==> src/rtl/prio_pkg.sv <==
// Shared definitions for the round-robin / fixed-priority request encoder.
package prio_pkg;

  typedef enum logic {
    MODE_FIXED = 1'b0,
    MODE_RR    = 1'b1
  } mode_e;

endpackage

==> src/rtl/prio_pick.sv <==
// Combinational winner search: lowest set request at or after 'start', wrapping.
module prio_pick #(
  parameter int unsigned N = 16,
  parameter int unsigned W = $clog2(N)
) (
  input  logic [0:N-1] req,
  input  logic [W-1:0] start,
  output logic         hit,
  output logic [W-1:0] sel,
  output logic         multi
);

  logic [N-1:0] flat;
  logic [0:N-1] rot;
  logic [W-1:0] off;

  // More than one bit set iff clearing the lowest set bit leaves something.
  assign flat  = req;
  assign multi = |(flat & (flat - N'(1)));

  always_comb begin
    rot = '0;
    for (int unsigned k = 0; k < N; k++) begin
      rot[k] = req[start + W'(k)];
    end
  end

  always_comb begin
    hit = 1'b0;
    off = '0;
    for (int unsigned k = 0; k < N; k++) begin
      if (!hit && rot[k]) begin
        hit = 1'b1;
        off = W'(k);
      end
    end
  end

  assign sel = start + off;

endmodule

==> src/rtl/prio_encoder_rr.sv <==
// Registered priority encoder with fixed or round-robin arbitration and a valid/ready output.
module prio_encoder_rr
  import prio_pkg::*;
#(
  parameter int unsigned N = 16,
  parameter int unsigned W = $clog2(N)
) (
  input  logic         clk,
  input  logic         rst,
  input  logic [0:N-1] req,
  input  logic         mode,
  input  logic         out_ready,
  output logic [W-1:0] idx,
  output logic         valid,
  output logic         multi,
  output logic [W-1:0] ptr
);

  logic         load;
  logic         rr;
  logic         hit;
  logic         pick_multi;
  logic [W-1:0] sel;
  logic [W-1:0] start;

  assign load  = !valid || out_ready;
  assign rr    = (mode_e'(mode) == MODE_RR);
  assign start = rr ? ptr : '0;

  prio_pick #(
    .N(N),
    .W(W)
  ) u_pick (
    .req  (req),
    .start(start),
    .hit  (hit),
    .sel  (sel),
    .multi(pick_multi)
  );

  always_ff @(posedge clk or posedge rst) begin
    if (rst) begin
      idx   <= '0;
      valid <= 1'b0;
      multi <= 1'b0;
      ptr   <= '0;
    end else if (load) begin
      if (hit) begin
        idx   <= sel;
        valid <= 1'b1;
        multi <= pick_multi;
        if (rr) ptr <= sel + W'(1);
      end else begin
        // Empty request: drop valid but keep the last index visible.
        valid <= 1'b0;
        multi <= 1'b0;
      end
    end
  end

endmodule

==> config.mk <==
export PLATFORM = sky130hd
export DESIGN_NAME = prio_encoder_rr
export DESIGN_NICKNAME = d
export VERILOG_FILES = /design/src/rtl/prio_pkg.sv /design/src/rtl/prio_pick.sv /design/src/rtl/prio_encoder_rr.sv
export SDC_FILE = /design/constraint.sdc
export NUM_CORES = 1
export LEC_CHECK = 0
export CORE_ASPECT_RATIO = 0.9
export CORE_UTILIZATION = 60
export DETAILED_ROUTE_END_ITERATION = 10
export PLACE_DENSITY = 0.84
export SETUP_SLACK_MARGIN = 0.3
export SLEW_MARGIN = 20
export SYNTH_ARGS = -nofsm -noshare
export SYNTH_HDL_FRONTEND = slang
export SYNTH_SLANG_ARGS = --single-unit
==> constraint.sdc <==
create_clock -name clk -period 14.7 [get_ports clk]
set_input_delay 2.94 -clock clk [delete_from_list [all_inputs] [get_ports clk]]
set_output_delay 2.94 -clock clk [all_outputs]
set_load 0.02 [all_outputs]
==> impl_metrics.env <==
export IMPL_critPathKind="in2reg"
export IMPL_start_util_pct=63.8
export IMPL_die_y_um=68.0
export IMPL_netlist_area_mm2=0.00290
export IMPL_antenna_cells=0
export IMPL_ys_seq_elements=10
export IMPL_synth_nets=375
export IMPL_grt_pass1_wl_um=14100
export IMPL_yosysMostFrequentCell="mux2i_1"
export IMPL_cts_made_buffers=3
export IMPL_boundaryPins=30
export IMPL_fin_crit_ns=8.75
export IMPL_grt_overflow_total=0
export IMPL_layout_drive_gt1_share_pct=13.7
export IMPL_reg2reg_slack_ns=8.93
export IMPL_synthCells=349
export IMPL_dr_first_iter_drc_count=391
export IMPL_wirelength_um=8490
export IMPL_rsz0062_at_grt="no"
export IMPL_die_w_um=75.3
export IMPL_arrival_ns=8.85
export IMPL_antenna_left=0
export IMPL_synth_edff_count=0
export IMPL_grt_max_degree=51
export IMPL_ys_types=75
export IMPL_synthTopCellsByArea="mux2i_1 12%, dfrtp_1 8.6%, mux4_2 8.5%"
export IMPL_cts_tree="built"
export IMPL_regArea_um2=250
export IMPL_leakagePower_nw=1.28
export IMPL_wire_per_inst_um=20.2
export IMPL_clock_skew_ns=0.00489
export IMPL_setup_viol=0
export IMPL_root_buffer="clkbuf_8"
export IMPL_syn_avg_cell_area_um2=8.31
export IMPL_h_tree_depth=1
export IMPL_globalplace_congestion=0.967
export IMPL_path_max_fanout=50
export IMPL_core_mm2=0.00455
export IMPL_ys_seq_area_share_pct=8.62
export IMPL_cts_sinks=10
export IMPL_finalSetupTns_ns=0
export IMPL_die_area_mm2=0.00512
export IMPL_viasPerCell=7.24
export IMPL_nNetsFinal=385
export IMPL_synth_top_cell_by_area="mux2i_1"
export IMPL_drc_errors=0
export IMPL_rows=23
export IMPL_synth_warnings=0
export IMPL_slew_violations=0
export IMPL_p_per_area_mw_per_mm2=208
export IMPL_cts_buffer_depth=2
export IMPL_antenna_found_initial=0
export IMPL_num_vias=3041
export IMPL_grt_pass1_vias=2812
export IMPL_worstSetupEndpointType="register"
export IMPL_multi_input_area_mm2=0.00245
export IMPL_holdWs_ns=0.494
export IMPL_fin_crit_sh_pct=59.5
export IMPL_critPathLaunchType="input port"
export IMPL_hp_class="reg2reg"
export IMPL_synthFlopType="dfrtp_1"
export IMPL_max_freq_ghz=0.114
export IMPL_area_delta_synth_final_pct=11.0
export IMPL_hold_viol=0
export IMPL_ys_async_sr_fraction_pct=100
export IMPL_synth_top_cell_area_share_pct=12.4
export IMPL_dp_hpwl_um=6400
export IMPL_status="finished, final reports clean"
export IMPL_grt_usage_pct=35.7
export IMPL_cts_setup_buffers=0
export IMPL_postCtsHoldBufs=0
export IMPL_ir_worst_vdd_uv=122
export IMPL_port_buffers=29
export IMPL_synth_commonest_cells="36 x mux2i_1, 23 x nor2_1, 20 x nand2_1, 16 x inv_1, 12 x nand3_1"
export IMPL_clkLatencyLatePin_ns=0.24
export IMPL_tightest_slew_ns=0.842
export IMPL_nFillCells=378
export IMPL_maxSlewHeadroom_pct=43.9
export IMPL_clk_pin_slew_ns=0.05
export IMPL_cap_violations=0
export IMPL_firstDrtPassIters=5
export IMPL_cts_resized=0
export IMPL_crit_required_ns=14.80
==> routing by layer <==
layer	up-vias	wire length, um	GRT usage (%)
met2	204	3870	57.8
met1	1432	3510	49.6
li1	1379	-	-
met3	26	914	5.30
met4	0	192	9.49
met5	-	0	0
==> layout make-up <==
class	count	share of cell area [%]
clock buffers	4	1.71
inverters	18	2.10
multi-input cells	293	76.1
flip-flops and latches	10	7.77
well taps	62	2.41
repair buffers	33	9.95
==> state kept, by name, indices dropped and copies added (netlist names) <==
register and cells:
valid 1, ptr 4, multi 1, idx 4
==> logic make-up (layout without fill, tap and decap cells) <==
kind of cell	Yosys count	in the layout	share of synthesized area, %
buffers and inverters	46	55	6.99
flip-flops	10	10	8.62
adder cells (fa/ha/maj)	8	8	3.54
AND/OR/NAND/NOR	119	119	22.9
AO/OA/AOI/OAI	96	96	26.7
XOR/XNOR	12	12	5.56
multiplexers	58	58	25.6
==> cells in the final DEF (no fill, tap or decap), types with 4 or more instances in the layout <==
cell             synthesis  final
clkbuf_8                 0      4
buf_4                    0      4
nand3_1                 12     12
or3_1                    7      7
nand3b_1                 6      6
a21oi_1                 10     10
a211o_1                  5      5
dfrtp_1                 10     10
inv_1                   16     16
a311oi_1                 5      5
or2_2                    4      4
mux2i_1                 36     36
a211oi_1                 5      5
and3_1                   5      5
o21ai_0                 11     11
a2111oi_0                6      6
xnor2_1                  7      7
o211ai_1                 6      6
mux4_2                  11     11
ha_1                     5      5
nor3_1                  11     11
nand2_1                 20     20
nor2_1                  23     23
nor4_1                   4      4
clkdlybuf4s50_1          0     29
o32ai_1                  6      6
nand2b_1                10     10
and3b_1                  4      4
mux2_2                   6      6
==> critical path: stages <==
cell             delay [ns]
clkdlybuf4s50_1        0.46
buf_4                  0.41
nand2_1                0.47
ha_1                   0.65
xnor2_4                0.47
mux2_2                 0.38
a221o_1                0.36
o211ai_1               0.20
and3_1                 0.31
nand3_4                0.17
a211oi_1               0.27
a21o_1                 0.12
ha_1                   0.16
inv_1                  0.05
fa_1                   0.37
xor2_1                 0.19
nor3b_1                0.26
xnor2_1                0.17
nor4b_1                0.28
a221oi_1               0.14
==> report_power, final <==
| group | leakage (nW) | switching [mW] | internal (mW) |
|---|---|---|---|
| Sequential | 0.114 | 0.0115 | 0.0381 |
| Combinational | 1.13 | 0.331 | 0.254 |
| Clock | 0.0288 | 0.0106 | 0.0235 |
| Total | 1.28 | 0.353 | 0.316 |
==> through the flow <==
stage	total power [mW]	util (%)	setup slack (ns)	area, um^2	cells
after floorplan	0.503	-	7.27	2900	349
after global placement	0.604	69.6	5.96	3160	416
after detailed placement	0.620	69.6	5.80	3160	416
after CTS	0.657	70.8	6.03	3220	420
after global routing	0.717	70.8	5.56	3220	420
final	0.669	70.8	5.95	3220	420
==> worst paths after layout <==
check / startpoint / depth (start not counted) / endpoint
worst max-delay path: mode / 20 / ptr[3]
worst min-delay path: idx[0] / 1 / idx[0]
worst max register to register: ptr[1] / 17 / ptr[3]
worst min register to register: idx[0] / 1 / idx[0]
max in group asynchronous: rst / 2 / multi
min in group asynchronous: rst / 2 / idx[1]
No activity file was read; power rests on OpenSTA's default activity.
